## config.mk

```make
export PLATFORM = sky130hd
export DESIGN_NAME = posit_mul_pipe
export DESIGN_NICKNAME = d
export VERILOG_FILES = /design/src/rtl/posit_mul_pipe.sv
export SDC_FILE = /design/constraint.sdc
export NUM_CORES = 2
export LEC_CHECK = 0
export CAP_MARGIN = 30
export CELL_PAD_IN_SITES_DETAIL_PLACEMENT = 0
export CELL_PAD_IN_SITES_GLOBAL_PLACEMENT = 1
export CORE_ASPECT_RATIO = 1.2
export CORE_UTILIZATION = 41
export DETAILED_ROUTE_END_ITERATION = 12
export PLACE_DENSITY_LB_ADDON = 0.1
export SETUP_SLACK_MARGIN = 0.05
export SYNTH_ARGS = -nofsm -noshare
export SYNTH_HDL_FRONTEND = slang
export SYNTH_SLANG_ARGS = --single-unit
```

## constraint.sdc

```tcl
create_clock -name clk -period 60 [get_ports clk]
set_clock_uncertainty 0.15 [all_clocks]
set_input_delay 6 -clock clk [delete_from_list [all_inputs] [get_ports clk]]
set_output_delay 6 -clock clk [all_outputs]
set_load 0.01 [all_outputs]
```

## src/rtl/posit_mul_pipe.sv

```systemverilog
// Multi-cycle posit(N,ES) multiplier: decode, multiply, normalise, round, encode.
// Define POSIT_MUL_SAT_FLAG_EN to drive SAT when the result is clamped to maxpos/minpos.
module posit_mul_pipe #(
  parameter int N  = 32,
  parameter int ES = 3
) (
  input  logic         clk,
  input  logic         rst,
  input  logic         in_valid,
  output logic         in_ready,
  input  logic [N-1:0] posit_a,
  input  logic [N-1:0] posit_b,
  output logic         out_valid,
  input  logic         out_ready,
  output logic [N-1:0] posit_result,
  output logic         NAR,
  output logic         ZERO,
  output logic         SAT
);

  localparam int CW = $clog2(N) + 1;
  localparam int SW = $clog2(N) + ES + 3;
  localparam int PW = 2 * N - 2;
  localparam int TW = ES + 2 * N - 4;
  localparam int VW = N + TW;

  localparam logic [N-1:0] NAR_CODE = {1'b1, {(N-1){1'b0}}};
  localparam logic [N-1:0] MAXPOS   = {1'b0, {(N-1){1'b1}}};
  localparam logic [N-1:0] MINPOS   = N'(1);
  localparam logic signed [SW-1:0] MAX_SCALE = SW'((N - 2) << ES);

  typedef enum logic [2:0] {IDLE, DECODE, MULT, NORM, ROUND, OUT} state_t;

  state_t state, state_next;

  logic [N-1:0]           a_reg, b_reg;
  logic                   s_a, s_b, prod_sign;
  logic signed [SW-1:0]   k_a, k_b, scale;
  logic [ES:0]            e_a, e_b;
  logic [N-2:0]           m_a, m_b;
  logic [PW-1:0]          prod;

  logic                   dsa, dsb;
  logic signed [SW-1:0]   dka, dkb;
  logic [ES:0]            dea, deb;
  logic [N-2:0]           dma, dmb;
  logic                   a_nar, b_nar, a_zero, b_zero;

  // Magnitude decode: regime run length gives k, then exponent, then fraction with hidden 1.
  function automatic void decode(input logic [N-1:0] x, output logic s,
                                 output logic signed [SW-1:0] k, output logic [ES:0] e,
                                 output logic [N-2:0] mant);
    logic [N-1:0] mag;
    logic [N-2:0] body, rem, frac;
    logic [CW-1:0] run;
    logic done;
    s    = x[N-1];
    mag  = x[N-1] ? -x : x;
    body = mag[N-2:0];
    run  = '0;
    done = 1'b0;
    for (int i = N - 2; i >= 0; i--) begin
      if (!done && body[i] == body[N-2]) run = run + CW'(1);
      else done = 1'b1;
    end
    k    = body[N-2] ? $signed(SW'(run)) - SW'(1) : -$signed(SW'(run));
    rem  = body << (run + CW'(1));
    e    = (ES+1)'(rem >> (N - 1 - ES));
    frac = rem << ES;
    mant = {1'b1, frac[N-2:1]};
  endfunction

  always_comb begin
    decode(a_reg, dsa, dka, dea, dma);
    decode(b_reg, dsb, dkb, deb, dmb);
    a_nar  = (a_reg == NAR_CODE);
    b_nar  = (b_reg == NAR_CODE);
    a_zero = (a_reg == '0);
    b_zero = (b_reg == '0);
  end

  logic signed [SW-1:0] rk, rlen;
  logic [ES:0]          re;
  logic [N-1:0]         reg_field, rounded, mag_res, round_res;
  logic [TW-1:0]        tail;
  logic [VW-1:0]        vec;
  logic [N-2:0]         rbody;
  logic                 guard, sticky, clamp_hi, clamp_lo;

  // Lay out regime|exp|frac in a wide vector, keep N-1 body bits, round on guard/sticky.
  always_comb begin
    rk        = scale >>> ES;
    re        = (ES+1)'(scale & SW'((1 << ES) - 1));
    rlen      = !rk[SW-1] ? rk + SW'(2) : SW'(1) - rk;
    reg_field = !rk[SW-1] ? ~({N{1'b1}} >> (rk + SW'(1))) : (NAR_CODE >> (-rk));
    tail      = TW'({re, prod[PW-3:0]});
    vec       = ({tail, {N{1'b0}}} >> rlen) | {reg_field, {TW{1'b0}}};
    rbody     = vec[VW-1 -: N-1];
    guard     = vec[TW];
    sticky    = |vec[TW-1:0];
    rounded   = {1'b0, rbody} + N'(guard & (sticky | rbody[0]));
    clamp_hi  = (scale > MAX_SCALE);
    clamp_lo  = (scale < -MAX_SCALE);
    if (clamp_hi || rounded[N-1]) mag_res = MAXPOS;
    else if (clamp_lo || rounded == '0) mag_res = MINPOS;
    else mag_res = rounded;
    round_res = prod_sign ? -mag_res : mag_res;
  end

  always_comb begin
    state_next = state;
    case (state)
      IDLE:    if (in_valid) state_next = DECODE;
      DECODE:  state_next = (a_nar | b_nar | a_zero | b_zero) ? OUT : MULT;
      MULT:    state_next = NORM;
      NORM:    state_next = ROUND;
      ROUND:   state_next = OUT;
      OUT:     if (out_ready) state_next = IDLE;
      default: state_next = IDLE;
    endcase
  end

  assign in_ready  = (state == IDLE);
  assign out_valid = (state == OUT);

  always_ff @(posedge clk or posedge rst) begin
    if (rst) begin
      state        <= IDLE;
      a_reg        <= '0;
      b_reg        <= '0;
      s_a          <= 1'b0;
      s_b          <= 1'b0;
      k_a          <= '0;
      k_b          <= '0;
      e_a          <= '0;
      e_b          <= '0;
      m_a          <= '0;
      m_b          <= '0;
      prod         <= '0;
      scale        <= '0;
      prod_sign    <= 1'b0;
      posit_result <= '0;
      NAR          <= 1'b0;
      ZERO         <= 1'b0;
    end else begin
      state <= state_next;
      case (state)
        IDLE: begin
          if (in_valid) begin
            a_reg <= posit_a;
            b_reg <= posit_b;
          end
        end
        DECODE: begin
          // NaR takes priority over zero when both appear.
          if (a_nar | b_nar) begin
            posit_result <= NAR_CODE;
            NAR          <= 1'b1;
            ZERO         <= 1'b0;
          end else if (a_zero | b_zero) begin
            posit_result <= '0;
            NAR          <= 1'b0;
            ZERO         <= 1'b1;
          end else begin
            s_a <= dsa;
            s_b <= dsb;
            k_a <= dka;
            k_b <= dkb;
            e_a <= dea;
            e_b <= deb;
            m_a <= dma;
            m_b <= dmb;
          end
        end
        MULT: begin
          prod      <= PW'(m_a) * PW'(m_b);
          scale     <= ((k_a + k_b) <<< ES) + $signed(SW'(e_a)) + $signed(SW'(e_b));
          prod_sign <= s_a ^ s_b;
        end
        NORM: begin
          if (prod[PW-1]) begin
            prod  <= {1'b0, prod[PW-1:2], prod[1] | prod[0]};
            scale <= scale + SW'(1);
          end
        end
        ROUND: begin
          posit_result <= round_res;
          NAR          <= 1'b0;
          ZERO         <= 1'b0;
        end
        default: ;
      endcase
    end
  end

`ifdef POSIT_MUL_SAT_FLAG_EN
  logic sat_q;

  always_ff @(posedge clk or posedge rst) begin
    if (rst) begin
      sat_q <= 1'b0;
    end else if (state == DECODE && (a_nar | b_nar | a_zero | b_zero)) begin
      sat_q <= 1'b0;
    end else if (state == ROUND) begin
      sat_q <= clamp_hi | clamp_lo;
    end
  end

  assign SAT = sat_q;
`else
  assign SAT = 1'b0;
`endif

endmodule

```

==> summary.md <==
| Metric | Value |
|---|---|
| Top Ports | 105 |
| Biggest register | prod |
| Area grow syn2layout | 6.99% |
| Main area contributors after synthesis | fa_1, dfrtp_1, nand2_1 |
| Ys async rst share | 100% |
| N_diodes | 0 |
| DR vias | 49.2k |
| CP Capture Type | flip-flop |
| DRT Wirelength | 191000 um |
| Final antenna-violating net count | 0 |
| Status | completed |
| # hold bufs at CTS | 0 |
| Register-to-register setup slack | 37780 ps |
| Adder-cell share of the synthesized area | between 30% and 40% |
| Final nets | roughly 7.9k |
| Cell depth of the worst flop-to-flop path | 86 |
| Pin count of the biggest net entering global routing | 90 |
| FF-to-FF Start | b_reg[3] |
| Final min period | ~22000 ps |
| Slew HR | approximately 29% |
| EDFF count, synth | 0 |
| Synth warnings | 0 |
| Flops & latches, synth | 256 |
| Die Span Y | just over 400 um |
| Placed Instances | 8523 |
| Max Slew Vio Count | 0 |
| Sequential area share after synthesis | 11.2% |
| Core footprint | 0.138 mm2 |
| Compound-Gate Fraction of Synth Area | between 10 and 15% |
| Post-Synth XOR/XNOR Area | 5.97% |
| # rows | 149 |
| HP Class | reg2reg |
| Starting Density | 41.5% |
| First-pass GRT wire length | approximately 300000 um |
| Synthesized cell area | 0.0572 mm2 |
| Fill cell count | about 14k |
| Commonest non-fill, non-tap cell in the layout | nand2_1 |
| Worst Path Arrival | roughly 23000 ps |
| 1st-pass router iterations | 6 |
| DR iter-0 viols | 2978 |
| Fin crit share | 37.0% |
| Die area | 0.141 mm2 |
| Yosys top cell area share | 25.4% |
| Max Cap Viol | 0 |
| Unique masters post-synth | between 100 and 150 |
| Max frequency | between 0.04 and 0.05 GHz |
| Cell Count, Final, Fillers Out | around 8.6k |
| Gr ovfl total | 0 |
| DRC | 0 |
| CTS Root Cell | clkbuf_16 |
| Worst-path clk slew | ~60 ps |
| Sink Count | 256 |
| Worst Setup Path Type | reg2reg |
| Fraction of layout cells with a size suffix above 1 | between 6 and 7% |
| Hold_sp | posit_result[23] |
| Via density per instance | 5.73 |
| RSZ-0062 raised after global routing | false |
| DPL Wire Length | 146000 um |
| Mapped Cells | 6914 |
| Top cell type by total area after synthesis | fa_1 |
| Clk buf depth | 3 |
| Critical Path Fanout Max | 26 |
| Setup Buffers After CTS | 0 |
| Total Routing Usage GR | a little over a quarter |
| Placer Congestion | about 0.94 |
| Most frequent cells in the layout | nand2_1, inv_1, fa_1, nor2_1, ha_1 |
| Number of flip-flops under the largest register name | 62 |
| Total CTS buffers | 35 |
| Mean Syn Cell Area | about 8.3 um2 |
| Port Buffers | 103 |
| Vias in the first global route | 50.4k |
| Hold Crit Depth | 2 |
| Clock latency on the worst-skew pair | 570 ps |
| Startpoint types | flip-flop |
| Post-CTS Resized | 0 |
| H-tree depth | 2 |
| Slew @ Worst Pin | 1040 ps |
| TritonCTS clock tree | done |
| Most used cell, CP | ha_1 |
| Initial antenna violation count | 9 |
| Critical Path Max Stage Delay | around 830 ps |
| Ys flop type | dfrtp_1 |
| Finish-stage setup viols | 0 |
| Mux cell area share after synthesis | 8.10% |
| Crit path from | b_reg[3] |
| Simple-gate share of the synthesized area | 19.0% |
| Final hold viol count | 0 |
| Wire length per cell | about 22 um |
| Die Wd | 343 um |
| Mapped Nets | 8028 |
| Setup TNS Final | 0 ps |
| Largest family of logic cells by synthesized area | adder cells |
| Max stage delay cell, worst path | a2111oi_0 |
| Data required, critical path | 60310 ps |
area by class of cell:
type,instances,area (um2),area share [%]
Tap cell,1812,2270,3.70
Multi-Input combinational cell,5357,46000,75.2
Clock inverter,11,195,0.319
Sequential cell,256,6430,10.5
Inverter,871,3280,5.35
Timing Repair Buffer,229,1990,3.25
Clock buffer,53,1030,1.69
critical path, delay by kind of cell, from the launching register on:
family | cells | cell delay, ps
fa+ha+maj | 25 | 7820
mux | 20 | 5460
compound gates | 19 | 4000
simple gates | 16 | 2610
buf+inv | 5 | 940
xor+xnor | 1 | 660
flops | 1 | 450
cell families (layout without fill, tap and decap cells):
family	count (synthesis)	after routing
AO/OA/AOI/OAI	1246	1246
XOR/XNOR	350	350
adder cells (fa/ha/maj)	1046	1046
buffers and inverters	1301	1164
flip-flops	256	256
multiplexers	384	384
other	1	1
AND/OR/NAND/NOR	2330	2330
worst paths after layout:
check,end
min in group asynchronous,ZERO
max in group asynchronous,m_b[19]
setup / recovery,e_b[1]
hold / removal,posit_result[23]
hold reg to reg,posit_result[23]
setup reg to reg,e_b[1]
layer usage:
layer | part of all wire (%) | track usage [%] | routed length (um) | vias up
met5 | 0 | 0 | 0 | -
met4 | 3.5 | 8.80 | 6750 | 0
met3 | 3.9 | 2.09 | 7540 | 284
met2 | 51 | 48.6 | 96800 | 1134
met1 | 42 | 35.1 | 80200 | 25000
li1 | - | - | - | 22800
Yosys cell counts (52+ instances only):
master,n
a21oi_1,229
and2_1,279
clkbuf_1,374
dfrtp_1,256
fa_1,726
ha_1,320
inv_1,868
mux2_2,113
mux2i_1,219
mux4_2,52
nand2_1,1108
nand3_1,124
nand4_1,52
nor2_1,336
nor3_1,98
o21ai_0,304
o22ai_1,97
or3_1,52
xnor2_1,204
xor2_1,119
through the flow:
step	worst slack (ps)	instance area (um2)	utilization, %	hold WS (ps)
after floorplan	40610	57200	-	304
after global placement	38120	59900	43.4	315
after detailed placement	38030	60000	43.5	320
after CTS	37950	61200	44.4	342
after global routing	36230	61200	44.4	358
final	37780	61200	44.4	331
Power is not shown: default switching activity piles up to over one toggle a cycle in this logic, so the estimate is an artifact.
